[src/rtl/dp_pipe_pkg.sv]
// Shared types for the elastic datapath pipeline stage: buffer state encoding
// and occupancy width.
package dp_pipe_pkg;

    localparam int DP_PIPE_OCC_W = 2;

    typedef enum logic [1:0] {
        ST_EMPTY = 2'd0,
        ST_ONE   = 2'd1,
        ST_TWO   = 2'd2
    } dp_pipe_state_t;

    // The state encoding doubles as the number of entries held.
    function automatic logic [DP_PIPE_OCC_W-1:0] occ_of(input dp_pipe_state_t st);
        logic [DP_PIPE_OCC_W-1:0] occ_v;
        case (st)
            ST_EMPTY: occ_v = 2'd0;
            ST_ONE:   occ_v = 2'd1;
            ST_TWO:   occ_v = 2'd2;
            default:  occ_v = 2'd0;
        endcase
        return occ_v;
    endfunction

endpackage

[src/rtl/dp_sat_counter.sv]
// Saturating up-counter with synchronous clear, for stall/perf statistics.
// Present only when DP_PIPE_STALL_CNT_EN is defined.
`ifdef DP_PIPE_STALL_CNT_EN
module dp_sat_counter #(
    parameter int CNT_W = 16
) (
    input  logic             clk,
    input  logic             clr,
    input  logic             inc,
    output logic [CNT_W-1:0] cnt
);

    logic [CNT_W-1:0] cnt_q;
    logic [CNT_W-1:0] cnt_d;

    // Next count: clear wins, otherwise count up and stick at all-ones.
    always_comb begin
        cnt_d = cnt_q;
        if (clr) begin
            cnt_d = '0;
        end else if (inc && (cnt_q != {CNT_W{1'b1}})) begin
            cnt_d = cnt_q + CNT_W'(1);
        end else begin
            cnt_d = cnt_q;
        end
    end

    // Count register.
    always_ff @(posedge clk) begin
        cnt_q <= cnt_d;
    end

    assign cnt = cnt_q;

endmodule
`endif

[src/rtl/dp_pipe_stage.sv]
// Elastic 2-entry (main + skid) pipeline register with valid/ready handshake
// and flush. Define DP_PIPE_STALL_CNT_EN to add the stall_cnt output.
module dp_pipe_stage
    import dp_pipe_pkg::*;
#(
    parameter int DATA_W = 96,
    parameter int CNT_W  = 16
) (
    input  logic                     CLK,
    input  logic                     Reset,
    input  logic                     FLUSH,
    input  logic                     in_valid,
    output logic                     in_ready,
    input  logic [DATA_W-1:0]        in_data,
    output logic                     out_valid,
    input  logic                     out_ready,
    output logic [DATA_W-1:0]        out_data,
    output logic [DP_PIPE_OCC_W-1:0] occ
`ifdef DP_PIPE_STALL_CNT_EN
    ,
    output logic [CNT_W-1:0]         stall_cnt
`endif
);

    if ((DATA_W < 1) || (DATA_W > 1024) || (CNT_W < 1)) begin : g_bad_param
        $error("dp_pipe_stage: illegal DATA_W or CNT_W");
    end

    dp_pipe_state_t    state_q;
    dp_pipe_state_t    state_d;
    logic [DATA_W-1:0] main_q;
    logic [DATA_W-1:0] main_d;
    logic [DATA_W-1:0] skid_q;
    logic [DATA_W-1:0] skid_d;
    logic              in_xfer_s;
    logic              out_xfer_s;

    // Ready comes only from registered state plus Reset/FLUSH, never from out_ready.
    assign in_ready   = (state_q != ST_TWO) & ~Reset & ~FLUSH;
    assign out_valid  = (state_q != ST_EMPTY);
    assign out_data   = main_q;
    assign occ        = occ_of(state_q);
    assign in_xfer_s  = in_valid & in_ready;
    assign out_xfer_s = out_valid & out_ready;

    // Next-state and buffer update; FLUSH empties the stage ahead of any transfer.
    always_comb begin
        state_d = state_q;
        main_d  = main_q;
        skid_d  = skid_q;
        if (FLUSH) begin
            state_d = ST_EMPTY;
            main_d  = '0;
            skid_d  = '0;
        end else begin
            case (state_q)
                ST_EMPTY: begin
                    if (in_xfer_s) begin
                        main_d  = in_data;
                        state_d = ST_ONE;
                    end else begin
                        state_d = ST_EMPTY;
                    end
                end
                ST_ONE: begin
                    if (in_xfer_s && out_xfer_s) begin
                        main_d = in_data;
                    end else if (in_xfer_s) begin
                        skid_d  = in_data;
                        state_d = ST_TWO;
                    end else if (out_xfer_s) begin
                        main_d  = '0;
                        state_d = ST_EMPTY;
                    end else begin
                        state_d = ST_ONE;
                    end
                end
                ST_TWO: begin
                    // The skid entry is older than anything that can arrive, so it moves up.
                    if (out_xfer_s) begin
                        main_d  = skid_q;
                        skid_d  = '0;
                        state_d = ST_ONE;
                    end else begin
                        state_d = ST_TWO;
                    end
                end
                default: begin
                    state_d = ST_EMPTY;
                    main_d  = '0;
                    skid_d  = '0;
                end
            endcase
        end
    end

    // State and payload registers with synchronous reset.
    always_ff @(posedge CLK) begin
        if (Reset) begin
            state_q <= ST_EMPTY;
            main_q  <= '0;
            skid_q  <= '0;
        end else begin
            state_q <= state_d;
            main_q  <= main_d;
            skid_q  <= skid_d;
        end
    end

`ifdef DP_PIPE_STALL_CNT_EN
    logic stall_inc_s;

    assign stall_inc_s = out_valid & ~out_ready & ~FLUSH;

    dp_sat_counter #(
        .CNT_W (CNT_W)
    ) u_stall_cnt (
        .clk (CLK),
        .clr (Reset),
        .inc (stall_inc_s),
        .cnt (stall_cnt)
    );
`endif

endmodule
[config.mk]
export PLATFORM = sky130hd
export DESIGN_NAME = dp_pipe_stage
export DESIGN_NICKNAME = d
export VERILOG_FILES = /design/src/rtl/dp_pipe_pkg.sv /design/src/rtl/dp_sat_counter.sv /design/src/rtl/dp_pipe_stage.sv
export SDC_FILE = /design/constraint.sdc
export NUM_CORES = 1
export LEC_CHECK = 0
export BUFFER_PORTS_ARGS = -buffer_cell sky130_fd_sc_hd__buf_2
export CORE_MARGIN = 2
export CORE_UTILIZATION = 40
export DETAILED_ROUTE_END_ITERATION = 16
export GPL_ROUTABILITY_DRIVEN = 0
export PLACE_DENSITY_LB_ADDON = 0.2
export SKIP_CTS_REPAIR_TIMING = 1
export SYNTH_ARGS = -nofsm -noshare
export SYNTH_HDL_FRONTEND = slang
export SYNTH_SLANG_ARGS = --single-unit
[constraint.sdc]
create_clock -name CLK -period 2.2 [get_ports CLK]
set_input_delay 0 -clock CLK [delete_from_list [all_inputs] [get_ports CLK]]
set_output_delay 0 -clock CLK [all_outputs]
set_load 0.01 [all_outputs]
Word-level counts from Yosys, hierarchy flattened
Cells that the tools add are included.
{ "totals": {"out_inout_bits": 100, "input_bits": 101, "register_bits": 194, "romBits": 0, "ramBits": 0, "n_memories": 0, "wordCells": 40, "latch_bits": 0} }
{ "classes": {"mux": 15, "addsub": 0, "eq_ne": 9, "n_bitwise": 7, "n_div": 0, "shift": 0, "magnitude_cmp": 0, "n_mul": 0, "n_reduce_logical": 6} }
{ "op_table": {"columns": ["op", "count"], "rows": [
  ["two-way mux 96 bit", 6],
  ["case mux 96 bit (3 select lines)", 2],
  ["!= test 2 bit (second input constant)", 5],
  ["AND reduction 4 bit", 2],
  ["two-way mux 2 bit", 3],
  ["!= test 3 bit (second input constant)", 2],
  ["case mux 2 bit (3 select lines)", 1],
  ["AND 1 bit", 4],
  ["case mux 2 bit (2 select lines)", 1],
  ["NOT 1 bit", 3],
  ["== test 2 x 1 -> 1 bit (second input constant)", 1],
  ["== test 2 bit (second input constant)", 1],
  ["logical NOT 2 bit", 1],
  ["two-way mux 1 bit", 2],
  ["nonzero test 2 bit", 1],
  ["OR reduction 2 bit", 1],
  ["logical AND 1 bit", 1]
]} }

Longest topological paths before layout
{ "logic_depth": {"depth_word": 7, "ltp_mapped": 8, "depth_no_buf": 4} }

Least setup slack after synthesis
OpenSTA, ideal clock, no wires.
{ "synth_timing": {"path_type": "flip-flop to flip-flop", "start": "reg state_q[0]", "end": "reg main_q[10] (netlist: out_data[10])", "period_less_slack_ns": 1.488, "required_ns": 2.072, "slack_ns": 0.712, "arrival_ns": 1.360, "stages_incl_launch_ff": 9, "setup_time_ns": 0.128, "cell_sequence": "dfxtp_1 buf_6 a21o_1 or2_1 buf_6 buf_6 buf_8 a32oi_1 nor2_1"} }
{ "synth_between": {"elab_chain_cells": 7, "word_cells_on_any_way": 17} }
{ "synth_lines": {"columns": ["item", "line_no", "text"], "rows": [
  ["start, declared", "dp_pipe_stage.sv:29", "dp_pipe_state_t state_q;"],
  ["start signal, assigned", "dp_pipe_stage.sv:104", "state_q <= state_d;"],
  ["!= test 2 bit", "dp_pipe_stage.sv:39", "assign in_ready = (state_q != ST_TWO) & ~Reset & ~FLUSH;"],
  ["AND 1 bit (2 in series)", "dp_pipe_stage.sv:39", null],
  ["AND 1 bit", "dp_pipe_stage.sv:43", "assign in_xfer_s = in_valid & in_ready;"],
  ["logical AND 1 bit", "dp_pipe_stage.sv:66", "if (in_xfer_s && out_xfer_s) begin"],
  ["!= test 3 bit (no source line) / two-way mux 96 bit (equally long branches)", null, null],
  ["AND reduction 4 bit (no source line) / case mux 96 bit (3 select lines) (equally long branches)", null, null],
  ["end signal, assigned", "dp_pipe_stage.sv:105", "main_q <= main_d;"],
  ["end, declared", "dp_pipe_stage.sv:31", "logic [DATA_W-1:0] main_q;"]
]} }
Several ways; a longest one is shown, not always the timed one.
A chain may end at the register's enable or synchronous reset.

Worst setup path after layout
{ "layout_timing": {"start": "reg state_q[1]", "end": "reg main_q[58] (netlist: out_data[58])"} }
Same word-level chain as after synthesis.

==> impl_metrics.ini <==
[power_and_ir_drop]
cellPowerDensity_nw_per_um2 = 626
p_leak_nw = 4.24
ir_drop_uv = 430

[outcome]
status = finished clean

[final_layout]
design_area_sq_um = 12100
nNetsFinal = 1340
n_antenna_cell = 0
drive_gt1_share_pct = 21.9
syn2layout_area_growth_pct = 27.6

[logic_synthesis]
yosysWarnings = 0
synth_cell_types = 28
synth.area.top_cells = dfxtp_1 (41%), mux2i_1 (10%), a32oi_1 (8.9%), nand4b_1 (8.9%), nor2_1 (7.8%)
syn_area_per_cell_sq_um = 9.17
yosysTopAreaCell = dfxtp_1
ys_ff_latch = 194
synthCells = 1033
syn-num-nets = 1134
syn_area_sq_um = 9480
ys_seq_area_share_pct = 41.0
synth.top_cell.area_share_pct = 41.0

[timing]
finalMaxSlewViolations = 0
slew_headroom_pct = 50.7
hold_viol_final = 0
fin_skew_ns = 0.00899
setup_slack_ns = 0.171
fin_tns_setup_ns = 0
setup_viol = 0
worst_slew_pin_slew_ns = 0.739
max_freq_mhz = 493
rsz0062_at_grt = false
fin_crit_sh_pct = 92.2
period_needed_ns = 2.03

[worst_setup_path]
cp-end-kind = flip-flop
cp.required_ns = 2.52
critPathMaxFanout = 58
arrival_ns = 2.35
crit_type = flip-flop to flip-flop
startpoint_type = flip-flop

[global_route]
grt_max_degree = 66
grt_pass1_vias = 8242
track_usage_pct = 23.3
antenna_found_initial = 1
grt_pass1_wl_um = 46400
grt-ovfl-total = 0

[hold_path]
hold_path_class = input port to flip-flop

[clock_tree]
cts_buffers = 17
clock_path_buffers = 2
htreeDepth = 4
insertion_delay_ns = 0.44
cts.sinks = 194
clk_pin_slew_worst_paths_ns = 0.07
root_buffer = clkbuf_16
cts_tree = built

[route]
routed_wl_um = 30400
drtAntennaViolNets = 0
drt-wirelength-per-cell_um = 19.3
vias = 9274
remaining_drc_errors = 0
drt_iter0_drc = 929
viasPerCell = 5.91
firstDrtPassIters = 6

[flow_run]
maxCapViolations = 0

[die]
die_h_um = 158
core_area_sq_um = 23300
start_util_pct = 40.6
fp.dieArea_sq_um = 24900
io_pins = 201
die_w_um = 158
rows = 56

[placement]
post-dp-hpwl_um = 17300
place_area_sq_um = 10600
place_ws_ns = 0.224
port_buffers = 200
-- state kept, by name, indices dropped and copies added, names as in the netlist --
register  flops
out_data     96
skid_q       96
state_q       2
-- stage by stage --
stage | power (mW) | hold slack [ns] | instances | util, %
2_1_floorplan | 4.25 | 0.148 | 1033 | -
3_3_place_gp | 4.61 | 0.262 | 1443 | 45.4
3_5_place_dp | 4.61 | 0.272 | 1443 | 45.4
4_1_cts | 7.48 | -0.184 | 1474 | 47.7
5_1_grt | 7.84 | 0.0637 | 1570 | 51.8
6_report | 7.56 | 0.0548 | 1570 | 51.8
-- cells in the final DEF (no fill, tap or decap), drive strengths merged, types with 2 or more instances in the layout --
master,netlist,final
inv,1,2
a22oi,96,96
nand4b,96,96
a21oi,2,2
clkinvlp,0,2
nand2,2,2
clkinv,0,6
mux2i,97,97
o22ai,97,97
nor2,196,196
a32oi,96,96
nor2b,2,2
nor4b,2,2
buf,77,233
clkbuf,65,22
or2,4,4
dfxtp,194,194
dlygate4sd3,0,96
-- worst paths after layout --
kind | start | endpoint | slack (ns) | cells past startpoint
max | state_q[1] | out_data[58] | 0.17 | 5
min | in_valid | state_q[1] | 0.05 | 3
max reg2reg | state_q[1] | out_data[58] | 0.17 | 5
min reg2reg | out_data[16] | out_data[16] | 0.48 | 2
-- routing by layer --
layer,global-route usage (%),routed length [um],vias to the layer above
met5,0,11,-
met2,35.6,14100,306
met4,7.27,326,2
met3,5.47,1860,24
li1,-,-,4388
met1,32.5,14100,4554
-- critical path, cell delays in order (launching register included) --
cell	delay, ns
dfxtp_4	0.48
buf_4	0.53
o21ai_4	0.10
buf_4	0.34
a32oi_1	0.31
nor2_1	0.06
-- area by class of cell --
class	count	area, sq um
clock buffers	22	464
inverters	1	3.75
well taps	319	399
fillers	2204	11200
flip-flops and latches	194	3890
multi-input cells	696	4910
clock inverters	9	58.8
repair buffers	329	2360
-- where the power goes --
group	switching [mW]	leakage, nW	internal, mW	total, mW
Combinational	0.627	2.42	0.473	1.10
Clock	1.39	0.256	1.50	2.88
Sequential	0.0289	1.57	3.55	3.58
Total	2.04	4.24	5.52	7.56
-- cells by family after synthesis --
| logic type | count (synthesis) | synth area share [%] |
|---|---|---|
| multiplexers | 97 | 10.2 |
| AND/OR/NAND/NOR | 304 | 17.6 |
| buffers and inverters | 143 | 7.67 |
| flip-flops | 194 | 41.0 |
| AO/OA/AOI/OAI | 295 | 23.5 |
-- synth_stat cells --
| cell | instances |
|---|---|
| a21oi_1 | 2 |
| o21ba_2 | 1 |
| or2_1 | 2 |
| nand4b_1 | 96 |
| o22ai_1 | 96 |
| inv_1 | 1 |
| o22ai_2 | 1 |
| and2_1 | 1 |
| nor2b_1 | 2 |
| buf_8 | 4 |
| o21ai_1 | 1 |
| a21o_1 | 1 |
| a22oi_1 | 96 |
| o2bb2ai_2 | 1 |
| buf_2 | 50 |
| nand2_1 | 2 |
| clkbuf_1 | 65 |
| nor4b_4 | 1 |
| a32oi_1 | 96 |
| nor3_1 | 1 |
| nor2_1 | 196 |
| buf_6 | 10 |
| nor4b_2 | 1 |
| mux2i_1 | 97 |
| dfxtp_1 | 194 |
| or2_2 | 2 |
| buf_1 | 11 |
| buf_4 | 2 |
No activity file was read; power rests on OpenSTA's default activity.
